==> src/rtl/or1200_qmem_pkg.sv <==
// Shared types and widths for the QMEM arbiter: FSM state encoding, SRAM data width
// and IF stall-counter width.
package or1200_qmem_pkg;

  localparam int RAM_DW   = 32;
  localparam int STALL_CW = 16;

  typedef enum logic [2:0] {
    IDLE  = 3'd0,
    STORE = 3'd1,
    LOAD  = 3'd2,
    FETCH = 3'd3
  } qmem_state_t;

  function automatic logic is_du_state(qmem_state_t s);
    return (s == STORE) || (s == LOAD);
  endfunction

endpackage

==> src/rtl/or1200_qmem_arb_if.sv <==
// Bus bundle between the QMEM arbiter (slave modport) and its environment:
// IF port, DU port, SRAM port and observability outputs (master modport).
interface or1200_qmem_arb_if
  import or1200_qmem_pkg::*;
#(
  parameter int RAM_AW = 12
);
  logic                if_req_i;
  logic [31:0]         if_adr_i;
  logic                if_hit_o;
  logic                if_ack_o;
  logic [RAM_DW-1:0]   if_dat_o;

  logic                du_req_i;
  logic                du_we_i;
  logic [3:0]          du_sel_i;
  logic [31:0]         du_adr_i;
  logic [RAM_DW-1:0]   du_dat_i;
  logic                du_hit_o;
  logic                du_ack_o;
  logic [RAM_DW-1:0]   du_dat_o;

  logic                ram_en_o;
  logic [3:0]          ram_we_o;
  logic [RAM_AW-1:0]   ram_addr_o;
  logic [RAM_DW-1:0]   ram_di_o;
  logic [RAM_DW-1:0]   ram_do_i;

  logic [2:0]          state_o;
  logic [STALL_CW-1:0] if_stall_cnt_o;

  modport slave (
    input  if_req_i, if_adr_i, du_req_i, du_we_i, du_sel_i, du_adr_i, du_dat_i, ram_do_i,
    output if_hit_o, if_ack_o, if_dat_o, du_hit_o, du_ack_o, du_dat_o,
           ram_en_o, ram_we_o, ram_addr_o, ram_di_o, state_o, if_stall_cnt_o
  );

  modport master (
    output if_req_i, if_adr_i, du_req_i, du_we_i, du_sel_i, du_adr_i, du_dat_i, ram_do_i,
    input  if_hit_o, if_ack_o, if_dat_o, du_hit_o, du_ack_o, du_dat_o,
           ram_en_o, ram_we_o, ram_addr_o, ram_di_o, state_o, if_stall_cnt_o
  );
endinterface

==> src/rtl/or1200_qmem_addr_dec.sv <==
// QMEM window decoder: flags an address whose masked bits equal the window base.
module or1200_qmem_addr_dec (
  input  logic [31:0] i_adr,
  input  logic [31:0] i_base,
  input  logic [31:0] i_mask,
  output logic        o_hit
);
  assign o_hit = ((i_adr & i_mask) == i_base);
endmodule

==> src/rtl/or1200_qmem_arb.sv <==
// Single-port QMEM SRAM arbiter between instruction fetch and the data unit (DU wins).
// Optional OR1200_QMEM_DOREG_EN registers read data and delays acks by one extra cycle.
module or1200_qmem_arb
  import or1200_qmem_pkg::*;
#(
  parameter logic [31:0] QMEM_BASE = 32'h0080_0000,
  parameter logic [31:0] QMEM_MASK = 32'hFFFF_C000,
  parameter int          RAM_AW    = 12
) (
  input  logic                      clk,
  input  logic                      rst,
  or1200_qmem_arb_if.slave          bus
);

  logic                w_if_hit, w_du_hit;
  logic                w_if_el, w_du_el;
  logic                w_du_busy, w_if_busy;
  logic                w_ram_en;
  logic [3:0]          w_ram_we;
  logic [RAM_AW-1:0]   w_ram_addr;
  logic [RAM_DW-1:0]   w_rdata;
  qmem_state_t         r_state, w_state_nxt, w_ack_state;
  logic [STALL_CW-1:0] r_stall_cnt;

  or1200_qmem_addr_dec u_if_dec (
    .i_adr (bus.if_adr_i),
    .i_base(QMEM_BASE),
    .i_mask(QMEM_MASK),
    .o_hit (w_if_hit)
  );

  or1200_qmem_addr_dec u_du_dec (
    .i_adr (bus.du_adr_i),
    .i_base(QMEM_BASE),
    .i_mask(QMEM_MASK),
    .o_hit (w_du_hit)
  );

  // A requester whose access is still in flight (or being acked) cannot be re-granted;
  // nothing is granted while reset is held so the SRAM is left untouched.
  assign w_du_el = rst & bus.du_req_i & w_du_hit & ~w_du_busy;
  assign w_if_el = rst & bus.if_req_i & w_if_hit & ~w_if_busy;

  // NOTE: every always_comb output gets a default first, so no path can infer a latch.
  always_comb begin
    w_state_nxt = IDLE;
    w_ram_en    = 1'b0;
    w_ram_we    = 4'b0000;
    w_ram_addr  = bus.du_adr_i[RAM_AW+1:2];
    if (w_du_el) begin
      w_ram_en    = 1'b1;
      w_ram_we    = bus.du_we_i ? bus.du_sel_i : 4'b0000;
      w_state_nxt = bus.du_we_i ? STORE : LOAD;
    end else if (w_if_el) begin
      w_ram_en    = 1'b1;
      w_ram_addr  = bus.if_adr_i[RAM_AW+1:2];
      w_state_nxt = FETCH;
    end
  end

  // NOTE: sequential state uses non-blocking assignments; reset is synchronous, active-low.
  always_ff @(posedge clk) begin
    if (!rst) r_state <= IDLE;
    else      r_state <= w_state_nxt;
  end

  always_ff @(posedge clk) begin
    if (!rst)                                            r_stall_cnt <= '0;
    else if (w_du_el && w_if_el && (r_stall_cnt != '1))  r_stall_cnt <= r_stall_cnt + 1'b1;
  end

`ifdef OR1200_QMEM_DOREG_EN
  qmem_state_t       r_state_d;
  logic [RAM_DW-1:0] r_do;

  always_ff @(posedge clk) begin
    if (!rst) r_state_d <= IDLE;
    else      r_state_d <= r_state;
  end

  // NOTE: the read-data register is not reset; its value is only meaningful alongside an ack.
  always_ff @(posedge clk) r_do <= bus.ram_do_i;

  assign w_ack_state = r_state_d;
  assign w_du_busy   = is_du_state(r_state) | is_du_state(r_state_d);
  assign w_if_busy   = (r_state == FETCH) | (r_state_d == FETCH);
  assign w_rdata     = r_do;
`else
  assign w_ack_state = r_state;
  assign w_du_busy   = is_du_state(r_state);
  assign w_if_busy   = (r_state == FETCH);
  assign w_rdata     = bus.ram_do_i;
`endif

  assign bus.if_hit_o       = w_if_hit;
  assign bus.du_hit_o       = w_du_hit;
  assign bus.du_ack_o       = is_du_state(w_ack_state);
  assign bus.if_ack_o       = (w_ack_state == FETCH);
  assign bus.du_dat_o       = w_rdata;
  assign bus.if_dat_o       = w_rdata;
  assign bus.ram_en_o       = w_ram_en;
  assign bus.ram_we_o       = w_ram_we;
  assign bus.ram_addr_o     = w_ram_addr;
  assign bus.ram_di_o       = bus.du_dat_i;
  assign bus.state_o        = w_ack_state;
  assign bus.if_stall_cnt_o = r_stall_cnt;

endmodule

==> src/flat_wrapper.sv <==
// flat-port wrapper written by rule: the top's interface ports become plain ports
module or1200_qmem_arb_flat import or1200_qmem_pkg::*;
#(
  parameter logic [31:0] QMEM_BASE = 32'h0080_0000,
  parameter logic [31:0] QMEM_MASK = 32'hFFFF_C000,
  parameter int          RAM_AW    = 12
)
  (clk, rst, bus_if_req_i, bus_if_adr_i, bus_du_req_i, bus_du_we_i, bus_du_sel_i, bus_du_adr_i, bus_du_dat_i, bus_ram_do_i, bus_if_hit_o, bus_if_ack_o, bus_if_dat_o, bus_du_hit_o, bus_du_ack_o, bus_du_dat_o, bus_ram_en_o, bus_ram_we_o, bus_ram_addr_o, bus_ram_di_o, bus_state_o, bus_if_stall_cnt_o);
  or1200_qmem_arb_if #(.RAM_AW(RAM_AW)) bus_i ();
  input  logic clk;
  input  logic rst;
  input wire logic [$bits(bus_i.if_req_i)-1:0] bus_if_req_i;
  input wire logic [$bits(bus_i.if_adr_i)-1:0] bus_if_adr_i;
  input wire logic [$bits(bus_i.du_req_i)-1:0] bus_du_req_i;
  input wire logic [$bits(bus_i.du_we_i)-1:0] bus_du_we_i;
  input wire logic [$bits(bus_i.du_sel_i)-1:0] bus_du_sel_i;
  input wire logic [$bits(bus_i.du_adr_i)-1:0] bus_du_adr_i;
  input wire logic [$bits(bus_i.du_dat_i)-1:0] bus_du_dat_i;
  input wire logic [$bits(bus_i.ram_do_i)-1:0] bus_ram_do_i;
  output wire logic [$bits(bus_i.if_hit_o)-1:0] bus_if_hit_o;
  output wire logic [$bits(bus_i.if_ack_o)-1:0] bus_if_ack_o;
  output wire logic [$bits(bus_i.if_dat_o)-1:0] bus_if_dat_o;
  output wire logic [$bits(bus_i.du_hit_o)-1:0] bus_du_hit_o;
  output wire logic [$bits(bus_i.du_ack_o)-1:0] bus_du_ack_o;
  output wire logic [$bits(bus_i.du_dat_o)-1:0] bus_du_dat_o;
  output wire logic [$bits(bus_i.ram_en_o)-1:0] bus_ram_en_o;
  output wire logic [$bits(bus_i.ram_we_o)-1:0] bus_ram_we_o;
  output wire logic [$bits(bus_i.ram_addr_o)-1:0] bus_ram_addr_o;
  output wire logic [$bits(bus_i.ram_di_o)-1:0] bus_ram_di_o;
  output wire logic [$bits(bus_i.state_o)-1:0] bus_state_o;
  output wire logic [$bits(bus_i.if_stall_cnt_o)-1:0] bus_if_stall_cnt_o;
  assign bus_i.if_req_i = bus_if_req_i;
  assign bus_i.if_adr_i = bus_if_adr_i;
  assign bus_i.du_req_i = bus_du_req_i;
  assign bus_i.du_we_i = bus_du_we_i;
  assign bus_i.du_sel_i = bus_du_sel_i;
  assign bus_i.du_adr_i = bus_du_adr_i;
  assign bus_i.du_dat_i = bus_du_dat_i;
  assign bus_i.ram_do_i = bus_ram_do_i;
  assign bus_if_hit_o = bus_i.if_hit_o;
  assign bus_if_ack_o = bus_i.if_ack_o;
  assign bus_if_dat_o = bus_i.if_dat_o;
  assign bus_du_hit_o = bus_i.du_hit_o;
  assign bus_du_ack_o = bus_i.du_ack_o;
  assign bus_du_dat_o = bus_i.du_dat_o;
  assign bus_ram_en_o = bus_i.ram_en_o;
  assign bus_ram_we_o = bus_i.ram_we_o;
  assign bus_ram_addr_o = bus_i.ram_addr_o;
  assign bus_ram_di_o = bus_i.ram_di_o;
  assign bus_state_o = bus_i.state_o;
  assign bus_if_stall_cnt_o = bus_i.if_stall_cnt_o;
  or1200_qmem_arb #(.QMEM_BASE(QMEM_BASE), .QMEM_MASK(QMEM_MASK), .RAM_AW(RAM_AW)) u_core (.clk(clk), .rst(rst), .bus(bus_i));
endmodule
==> config.mk <==
export PLATFORM = sky130hd
export DESIGN_NAME = or1200_qmem_arb_flat
export DESIGN_NICKNAME = d
export VERILOG_FILES = /design/src/rtl/or1200_qmem_pkg.sv /design/src/rtl/or1200_qmem_arb_if.sv /design/src/rtl/or1200_qmem_addr_dec.sv /design/src/rtl/or1200_qmem_arb.sv /design/src/flat_wrapper.sv
export SDC_FILE = /design/constraint.sdc
export NUM_CORES = 1
export LEC_CHECK = 0
export BUFFER_PORTS_ARGS = -buffer_cell sky130_fd_sc_hd__buf_4
export CORE_AREA = 2 2 107 109
export CTS_CLUSTER_SIZE = 28
export DETAILED_ROUTE_END_ITERATION = 6
export DIE_AREA = 0 0 109 111
export PLACE_DENSITY = 0.75
export SYNTH_ARGS = -nofsm -noshare
export SYNTH_HDL_FRONTEND = slang
export SYNTH_HIERARCHICAL = 1
export SYNTH_SLANG_ARGS = --single-unit
==> constraint.sdc <==
create_clock -name clk -period 3.1 [get_ports clk]
set_clock_uncertainty 0.15 [all_clocks]
set_input_delay 0.31 -clock clk [delete_from_list [all_inputs] [get_ports clk]]
set_output_delay 0.31 -clock clk [all_outputs]
set_load 0.02 [all_outputs]
* Word-level counts from Yosys, hierarchy flattened
Cells that the tools add are included.
Storage, ports and cells: register bits after elaboration 19, memory bits (writable) 0, logic and storage cells 29, output and inout port bits 136, input port bits 137, memories 0, latch bits 0, bits in read-only memories 0
Cells by class: order comparisons 0, bitwise logic cells 8, div/mod/pow operators 0, add/sub/neg operators 1, $mul 0, reduce and logical (&&, ||, !) cells 3, muxes and demuxes 9, equal/unequal tests 6, shift-type cells 0
Operators by type and width (count):
- equality test 18 x 10 -> 1 bit, second input constant | 2
- 2-to-1 mux 12 bit | 2
- adder 16 x 1 -> 16 bit, second input constant | 1
- inequality test 16 bit, second input constant | 1
- 2-to-1 mux 4 bit | 2
- AND 1 bit | 6
- equality test 3 x 2 -> 1 bit, second input constant | 2
- 2-to-1 mux 2 bit | 2
- equality test 3 x 1 -> 1 bit, second input constant | 1
- 2-to-1 mux 3 bit | 1
- logical AND 1 bit | 2
- 2-to-1 mux 1 bit | 2
- NOT 1 bit | 2
- logical OR 1 bit | 1

* Depth between registers and ports, before layout
Gate-level depths: netlist (run 1).
word-level depth 6, gate-level depth with buffers 9, mapped depth without buffers 8

* By module
The synthesis (run 1) kept the hierarchy.
Modules (own cells, without submodules):
- or1200_qmem_arb | area an instance 1893.1 µm², instances 1, cells each 231, sequential area each 360.3 µm²
- or1200_qmem_addr_dec | area an instance 598.1 µm², instances 2, cells each 85, sequential area each 0.0 µm²

* Worst setup path after synthesis (run 1)
No wires, ideal clock.
path kind in2out, start in bus_du_adr_i[22], end out bus_ram_addr_o[10], stages 8, required time 2640 ps, path buffers 1, slack 243 ps, data arrival time 2397 ps, cell sequence a21o_1 > a211oi_2 > nand4_1 > nor4_2 > nand4b_1 > nand2_1 > buf_2 > mux2_2
On the way: cells in the longest elaborated chain, start to end 4
Ends and longest elaborated chain:
- from (decl) | line flat_wrapper.sv:17 | input wire logic [$bits(bus_i.du_adr_i)-1:0] bus_du_adr_i;
- equality test 18 x 10 -> 1 bit | line or1200_qmem_addr_dec.sv:8 | assign o_hit = ((i_adr & i_mask) == i_base);
- net bus_du_hit_o | line flat_wrapper.sv:23 | output wire logic [$bits(bus_i.du_hit_o)-1:0] bus_du_hit_o;
- AND 1 bit (2 in a row) | line or1200_qmem_arb.sv:41 | assign w_du_el = rst & bus.du_req_i & w_du_hit & ~w_du_busy;
- 2-to-1 mux 12 bit | line or1200_qmem_arb.sv:50 | if (w_du_el) begin
- to (decl) | line flat_wrapper.sv:28 | output wire logic [$bits(bus_i.ram_addr_o)-1:0] bus_ram_addr_o;
The timed path passes the listed nets, and every way through them passes these cells.

* Worst setup path in the final report (run 1)
start in bus_du_adr_i[22], end out bus_ram_addr_o[9]
On the way: cells in the longest elaborated chain, start to end 4
Ends and longest elaborated chain (line):
- equality test 18 x 10 -> 1 bit | or1200_qmem_addr_dec.sv:8
- AND 1 bit (2 in a row) | or1200_qmem_arb.sv:41
- 2-to-1 mux 12 bit | or1200_qmem_arb.sv:50
Every way passes these cells.

==> results.json, run 1 <==
{
  "status": "finished clean",
  "yosysWarnings": 6,
  "grt_setup_unrepaired": "false",
  "rows": 39,
  "port_buffers": 111,
  "routed_wl_um": 8040,
  "fin_nets": 813,
  "seqCellArea_um2": 360,
  "report.power.total_mw": 0.767,
  "layout_commonest_cell": "conb_1",
  "grt_max_degree": 21,
  "clock-root-buffer": "clkbuf_16",
  "regToRegStartpoint": "u_core/bus.state_o[0]",
  "hpwl_um": 7080,
  "fmax_mhz": 351,
  "cts_tree": "done",
  "ys_top_cells_by_area": "buf_4 24%, dfxtp_1 12%, and3_1 7.9%, a21oi_1 6.5%, and3b_1 4.5%",
  "r2r-end": "u_core/bus.if_stall_cnt_o[10]",
  "synth_enable_flop_cells": 0,
  "required_ns": 2.64,
  "remaining_drc_errors": 0,
  "dr.pass1.iters": 6,
  "ff2ff_setup_slack_ns": 0.88,
  "netSwitchingFraction": 0.263,
  "syn_area_um2": 3090,
  "yosysSeqAreaShare": 0.117,
  "hold_violations": 0,
  "vias_per_cell": 3.98,
  "synth_ff_type": "dfxtp_1",
  "netlist_instances": 401,
  "hold_path_depth": 3,
  "grt_pass1_vias": 2890,
  "numCtsBuffers": 3,
  "leakage_nw": 2.47,
  "period_share": 0.918,
  "min_period_ns": 2.85,
  "gr-total-overflow": 0,
  "detail_route.wl_per_cell_um": 9.85,
  "cts_buffer_depth": 2,
  "vias": 3251,
  "drt_iter0_markers": 97,
  "die_area_um2": 12100,
  "powerDensity_nw_per_um2": 174,
  "reg2regPathDepth": 5,
  "cts_sinks": 18,
  "htree_levels": 1,
  "drive_gt1_frac": 0.214,
  "hp-class": "primary input to flip-flop",
  "ios": 273,
  "place_congestion": 0.770,
  "grt_usage": 0.127,
  "cts_hold_buf": 0,
  "start_util": 0.279,
  "fillerInstances": 1185,
  "fin_cells": 816,
  "grt_pass1_wl_um": 12800,
  "die_w_um": 109,
  "worstHoldEndpoint": "u_core/bus.state_o[1]",
  "criticalPathCategory": "primary input to primary output",
  "end_kind": "primary output",
  "coreArea_um2": 11100,
  "cts-resized-gates": 0,
  "max_slew_margin": 0.590,
  "p_int_mw": 0.565,
  "path_clk_slew_ns": 0.05,
  "dp_cells": 812,
  "netlist.top_cell.by_area": "buf_4",
  "synth.distinct_cells": 37,
  "post_cts_buffers": 0,
  "power_frac_comb": 0.332,
  "power.switching_mw": 0.202,
  "antennaDiodeCount": 0,
  "slew_viol_final": 0,
  "hp-start": "bus_du_we_i",
  "crit_fanout": 13,
  "clk_latency_ns": 0.25,
  "irDropWorstVdd_uv": 212,
  "max_cap_violations": 0,
  "ys_ff_latch": 18,
  "fin_ws_ns": 0.253,
  "layout_common_cells": "257 x conb_1, 116 x buf_4, 40 x a21oi_1",
  "die_y_um": 111,
  "antenna_left": 0,
  "postSynthAreaPerCell_um2": 7.70,
  "antenna_found_initial": 0,
  "timing.setup.tns_ns": 0,
  "start_kind": "primary input",
  "place_ws_ns": 0.168,
  "arrival_ns": 2.39,
  "pwr-share-clk": 0.367,
  "setup_violations": 0,
  "seqPwrFrac": 0.302,
  "syn_to_final_growth_pct": 43.1,
  "synth_top_area_frac": 0.243,
  "multiInputGateArea_um2": 2910,
  "ys_async_sr_fraction": 0,
  "tightest_slew_ns": 0.609
}
==> power groups by stage <==
stage	clock, mW	combinational [mW]	sequential, mW
after floorplan	0	0.325	0.236
after global placement	0	0.244	0.236
after detailed placement	0	0.247	0.236
after CTS	0.284	0.248	0.231
after global routing	0.296	0.293	0.231
final	0.281	0.254	0.232
==> state kept, by name, summed over array words and instances (netlist names) <==
signal	cells
u_core/bus.if_stall_cnt_o	16
u_core/bus.state_o	2
==> area by class of cell <==
| type | count | area share |
|---|---|---|
| clock buffer | 4 | 0.0201 |
| inverter | 2 | 0.00170 |
| multi-input combinational | 533 | 0.659 |
| sequential | 18 | 0.0815 |
| tap | 143 | 0.0405 |
| timing repair buffer | 116 | 0.197 |
==> worst max path at each step <==
stage	end	startpoint	slack (ns)	cells past startpoint
global placement	u_core/bus.if_stall_cnt_o[10]	bus_if_adr_i[22]	0.18	10
global route	bus_ram_addr_o[9]	bus_du_adr_i[14]	0.07	11
CTS	bus_ram_addr_o[9]	bus_if_adr_i[22]	0.20	10
finish	bus_ram_addr_o[9]	bus_du_adr_i[22]	0.25	11
detailed placement	u_core/bus.if_stall_cnt_o[10]	bus_if_adr_i[22]	0.17	10
floorplan	bus_ram_addr_o[10]	bus_du_adr_i[22]	0.24	8
==> cells in the mapped netlist, types with 8 or more instances <==
| library cell | number |
|---|---|
| and3_1 | 39 |
| nand3_1 | 22 |
| a21oi_1 | 40 |
| a211oi_2 | 8 |
| o22a_1 | 16 |
| and3b_1 | 16 |
| mux2_2 | 12 |
| a21o_1 | 16 |
| mux2i_1 | 8 |
| a211oi_1 | 8 |
| buf_4 | 100 |
| a21boi_0 | 16 |
| dfxtp_1 | 18 |
| nand4_1 | 17 |
| nand2_1 | 15 |
==> kinds of logic (layout without fill, tap and decap cells) <==
family          after synthesis  after routing  synth area share
mux                          20             20            0.0697
flops                        18             18             0.117
other cells                   2            257           0.00243
simple gates                141            141             0.294
fa+ha+maj                     2              2           0.00810
buf+inv                     105            122             0.250
compound gates              113            113             0.259
==> stage by stage <==
stage	cell area, µm²	util	hold slack, ns
finish	4420	0.399	0.248
global route	4420	0.399	0.271
detailed placement	4330	0.391	0.345
global placement	4330	0.391	0.338
floorplan	4050	-	0.363
CTS	4420	0.399	0.251
==> critical path: stages <==
cell	delay, ns
buf_4	0.11
a21o_1	0.17
a211oi_2	0.18
nand4_1	0.16
nor4_2	0.26
buf_4	0.17
nand4b_1	0.16
nand2_1	0.10
buf_4	0.23
mux2_2	0.37
buf_4	0.16
==> metal layers <==
| metal | vias up | GRT usage | wire length [µm] |
|---|---|---|---|
| met5 | - | 0 | 0 |
| met4 | 0 | 0.0342 | 191 |
| met3 | 28 | 0.0535 | 984 |
| met2 | 163 | 0.228 | 3940 |
| met1 | 1345 | 0.135 | 2920 |
| li1 | 1715 | - | - |
No activity file was read; power rests on OpenSTA's default activity.
==> run 2: changes to the inputs <==
--- a/config.mk
+++ b/config.mk
@@ -12,3 +12,2 @@
 export DIE_AREA = 0 0 109 111
-export PLACE_DENSITY = 0.75
 export SYNTH_ARGS = -nofsm -noshare
==> constraint.sdc (replaced) <==
create_clock -name clk -period 3.1 [get_ports clk]
set_clock_uncertainty 0.15 [all_clocks]
set_input_delay 0.62 -clock clk [delete_from_list [all_inputs] [get_ports clk]]
set_output_delay 0.62 -clock clk [all_outputs]
set_load 0.02 [all_outputs]
==> run 2 against run 1 <==
  * The flow now finishes with violations (negative setup slack)
  * Setup slack worse by 0.46 ns
  * Largest power group unchanged
  * Global-route usage grew 1.2 points
  * Cell area rose by 8.1%
  * Via count rose by 4.2%
  * Sequential power about the same
  * Wire length grew 12%
  * Critical path type unchanged
==> results.json, run 2 (synthesis gave the netlist of run 1 again) <==
{
  "status": "complete, but fails checks",
  "violations": "negative setup slack",
  "fin_ws_ns": -0.208,
  "routed_wl_um": 8970,
  "holdWs_ns": 0.372,
  "post_dp_cell_area_um2": 4470,
  "seqPwrFrac": 0.288,
  "clk_latency_ns": 0.26,
  "layout_common_cells": "257 x conb_1, 102 x buf_4, 40 x a21oi_1",
  "fillerInstances": 1118,
  "grt_pass1_vias": 3170,
  "grt_max_degree": 21,
  "max_slew_margin": 0.548,
  "fmax_mhz": 302,
  "report.power.total_mw": 0.804,
  "ios": 273,
  "arrival_ns": 2.54,
  "die_area_um2": 12100,
  "fin_cells": 825,
  "die_w_um": 109,
  "die_y_um": 111,
  "max_cap_violations": 0,
  "criticalPathCategory": "primary input to primary output",
  "irDropWorstVdd_uv": 171,
  "tightest_slew_ns": 0.673,
  "fin_nets": 822,
  "largest_reg_flops": 16,
  "crit_fanout": 7,
  "antenna_found_initial": 0,
  "seqCellArea_um2": 360,
  "gr-total-overflow": 0,
  "dp_cells": 816,
  "netSwitchingFraction": 0.281,
  "power_frac_comb": 0.342,
  "hp-class": "flip-flop to flip-flop",
  "port_buffers": 111,
  "path_clk_slew_ns": 0.05,
  "final_cell_area_um2": 4780,
  "antennaDiodeCount": 0,
  "drt_iter0_markers": 79,
  "powerDensity_nw_per_um2": 168,
  "cts_sinks": 18,
  "coreArea_um2": 11100,
  "place_congestion": 0.871,
  "grt_usage": 0.140,
  "setup_violations": 16,
  "end_kind": "primary output",
  "power.switching_mw": 0.226,
  "required_ns": 2.33,
  "slew_viol_final": 0,
  "start_util": 0.279,
  "cts_hold_buf": 0,
  "min_period_ns": 3.31,
  "detail_route.wl_per_cell_um": 10.9,
  "vias": 3387,
  "leakage_nw": 2.64,
  "postLayoutCoreUtil": 0.431,
  "hpwl_um": 7470,
  "drive_gt1_frac": 0.248,
  "p_int_mw": 0.578,
  "remaining_drc_errors": 0,
  "cts_tree": "done",
  "rows": 39,
  "grt_setup_unrepaired": "true",
  "multiInputGateArea_um2": 3110,
  "numCtsBuffers": 3,
  "vias_per_cell": 4.11,
  "syn_to_final_growth_pct": 54.6,
  "layout_commonest_cell": "conb_1",
  "antenna_left": 0,
  "hold_violations": 0,
  "dr.pass1.iters": 4,
  "htree_levels": 1,
  "clock-root-buffer": "clkbuf_16",
  "pwr-share-clk": 0.370,
  "grt_pass1_wl_um": 13800,
  "cts_buffer_depth": 2,
  "period_share": 1.07,
  "start_kind": "primary input"
}
run 2: changes by cell type in the layout (fill, tap and decap cells not counted), moves of 5 or more:
cell | previous run | this run
buf_6 | 0 | 20
buf_4 | 116 | 102
mux2_2 | 12 | 0
mux2_4 | 0 | 12
nor4_1 | 6 | 1
run 2: worst paths after layout:
path,from,end,slack (ns),cells past startpoint
max,bus_if_adr_i[24],bus_ram_addr_o[6],-0.21,10
min,u_core/bus.if_stall_cnt_o[15],u_core/bus.if_stall_cnt_o[15],0.37,2
max reg2reg,u_core/bus.state_o[0],u_core/bus.if_stall_cnt_o[7],0.73,8
min reg2reg,u_core/bus.if_stall_cnt_o[15],u_core/bus.if_stall_cnt_o[15],0.37,2
run 2: power groups by stage:
stage | sequential, mW | clock, mW | combinational (mW)
floorplan | 0.236 | 0 | 0.332
global placement | 0.236 | 0 | 0.250
detailed placement | 0.236 | 0 | 0.255
CTS | 0.231 | 0.297 | 0.263
global route | 0.231 | 0.310 | 0.315
finish | 0.231 | 0.297 | 0.275
run 2: final cells by class:
class / count / share of cell area
repair buffers: 124 / 0.216
clock buffers: 4 / 0.0186
inverters: 2 / 0.00157
well taps: 143 / 0.0375
flip-flops and latches: 18 / 0.0754
multi-input cells: 534 / 0.651
run 2: through the flow:
| step | TNS, ns | setup slack [ns] |
|---|---|---|
| after global routing | -4.46 | -0.324 |
| after CTS | -3.21 | -0.257 |
| after detailed placement | -4.29 | -0.279 |
| after floorplan | -0.999 | -0.107 |
| after global placement | -3.10 | -0.243 |
| final | -2.55 | -0.208 |
run 2: worst max-delay path: stages:
cell	delay, ns
buf_6	0.09
a21o_1	0.17
a211oi_2	0.22
nand4_1	0.18
nor4_4	0.30
and4b_1	0.30
nand2_4	0.09
buf_12	0.15
mux2_4	0.30
buf_6	0.13
run 2: what timing repair did:
action                                  4_1_cts  5_1_grt
endpoints found under the setup margin       16       22
setup buffers                                 3        1
resized for setup                            18       21
gates cloned                                  0        1
pin swaps                                     3       13
run 2: layer usage:
layer,track usage,up-vias,share of wire
met5,0,-,0
met4,0.0479,0,0.017
met3,0.0470,32,0.096
met2,0.263,134,0.52
met1,0.140,1482,0.36
li1,-,1739,-
==> run 3: changes to the inputs <==
CELL_PAD_IN_SITES_DETAIL_PLACEMENT = 1   (was unset)
CELL_PAD_IN_SITES_GLOBAL_PLACEMENT = 2   (was unset)
CORE_AREA = 2 2 135 137   (was 2 2 107 109)
DIE_AREA = 0 0 137 139   (was 0 0 109 111)
PLACE_DENSITY_LB_ADDON = 0.25   (was unset)
==> run 3 against run 2 <==
  * The flow still finishes with violations (negative setup slack)
  * Via count rose by 0.86%
  * Die area rose by 57%
  * Final cell count rose by 11%
  * Worst hold slack got worse by 0.020 ns
  * Critical path depth did not move
  * First-iteration DRC count fell by 27%
  * Largest power group is now combinational logic
  * Highest routed layer unchanged
==> results.json, run 3 (synthesis gave the netlist of run 1 again) <==
{
  "status": "complete, but fails checks",
  "violations": "negative setup slack",
  "critPathMaxStageDelay_ns": 0.32,
  "timing.setup.tns_ns": -3.03,
  "fin_ws_ns": -0.256,
  "drive_gt1_frac": 0.249,
  "numCtsBuffers": 3,
  "period_share": 1.08,
  "cp_top_family": "simple AND/OR/NAND/NOR gates",
  "powerDensity_nw_per_um2": 161,
  "setup_violations": 16,
  "end_kind": "primary output",
  "remaining_drc_errors": 0,
  "hold_path_depth": 2,
  "antenna_found_initial": 0,
  "grt_pass1_vias": 3411,
  "rows": 49,
  "fmax_mhz": 298,
  "drt_iter0_markers": 58,
  "ios": 273,
  "clock-root-buffer": "clkbuf_16",
  "die_w_um": 137,
  "slew_viol_final": 0,
  "arrival_ns": 2.59,
  "hp-class": "flip-flop to flip-flop",
  "hold_violations": 0,
  "max_slew_margin": 0.526,
  "cts_tree": "done",
  "cts_sinks": 18,
  "die_y_um": 139,
  "leakage_nw": 2.64,
  "hpwl_um": 9090,
  "critPathSlowestCell": "and4b_2",
  "gr-total-overflow": 0,
  "layout_common_cells": "257 x conb_1, 102 x buf_4, 39 x a21oi_1",
  "grt_pass1_wl_um": 15800,
  "antenna_left": 0,
  "critPathBufInv": 3,
  "tightest_slew_ns": 0.706,
  "fin_nets": 824,
  "routed_wl_um": 10400,
  "coreArea_um2": 17700,
  "grt_usage": 0.103,
  "htree_levels": 1,
  "crit_fanout": 7,
  "report.power.total_mw": 0.780,
  "largest_reg_flops": 16,
  "vias": 3416,
  "antennaDiodeCount": 0,
  "min_period_ns": 3.36,
  "path_cells": "buf_6, a21o_1, a211oi_2, nand4_1, nor4_4, and4b_2, nand2_4, buf_12, mux2_4, buf_6",
  "crit_cells": 10,
  "vias_per_cell": 3.75,
  "cts_buffer_depth": 2,
  "cts_hold_buf": 0,
  "max_cap_violations": 0,
  "port_buffers": 111,
  "place_congestion": 0.749,
  "path_clk_slew_ns": 0.06,
  "layout_commonest_cell": "conb_1",
  "irDropWorstVdd_uv": 165,
  "grt_max_degree": 21,
  "start_kind": "primary input",
  "dr.pass1.iters": 4,
  "required_ns": 2.33,
  "die_area_um2": 19000,
  "crit_top_cell": "buf_6",
  "detail_route.wl_per_cell_um": 11.4,
  "grt_setup_unrepaired": "true",
  "reg2regPathDepth": 7,
  "start_util": 0.175,
  "clk_latency_ns": 0.25,
  "syn_to_final_growth_pct": 56.9,
  "criticalPathCategory": "primary input to primary output"
}
==> run 3: metrics by stage <==
stage	std cells	hold slack, ns	setup WS (ns)	util	cell area (µm²)
after global placement	901	0.342	-0.359	0.259	4570
after CTS	911	0.355	-0.301	0.273	4820
after detailed placement	901	0.347	-0.388	0.259	4570
after global routing	912	0.398	-0.388	0.274	4850
after floorplan	656	0.404	-0.107	-	4140
final	912	0.352	-0.256	0.274	4850
==> run 3: power breakdown <==
part | switching (mW) | leakage (nW) | internal (mW) | total [mW]
clock | 0.0941 | 0.0370 | 0.170 | 0.264
sequential | 0 | 0.145 | 0.231 | 0.231
combinational | 0.132 | 2.46 | 0.152 | 0.285
total | 0.226 | 2.64 | 0.554 | 0.780
==> run 3: layer usage <==
layer,global-route usage,up-vias,routed length (µm)
li1,-,1734,-
met1,0.106,1535,3940
met2,0.196,131,5390
met3,0.0355,16,967
met4,0.0255,0,111
met5,0,-,0
==> run 3: worst paths after layout <==
path / from / to / slack (ns)
max: bus_if_adr_i[22] / bus_ram_addr_o[6] / -0.26
min: u_core/bus.if_stall_cnt_o[11] / u_core/bus.if_stall_cnt_o[11] / 0.35
max reg2reg: u_core/bus.state_o[0] / u_core/bus.if_stall_cnt_o[6] / 0.81
min reg2reg: u_core/bus.if_stall_cnt_o[11] / u_core/bus.if_stall_cnt_o[11] / 0.35
==> run 3: repair_timing <==
item	CTS	global route
setup endpoints to repair	17	24
resized for setup	33	3
pin swaps	16	7
gates cloned	0	1
buffers inserted	9	2
==> run 3: worst min-delay path, delay by kind of cell (launching register included) <==
kind             cells  cell delay (ns)
DFF                  1             0.34
and+or+nand+nor      1             0.06
muxes                1             0.05
==> run 3: layout make-up <==
| type | count | area [µm²] |
|---|---|---|
| inverters | 2 | 7.51 |
| well taps | 229 | 287 |
| flip-flops and latches | 18 | 360 |
| repair buffers | 126 | 1050 |
| fillers | 2228 | 12800 |
| clock buffers | 3 | 75.1 |
| multi-input cells | 534 | 3060 |
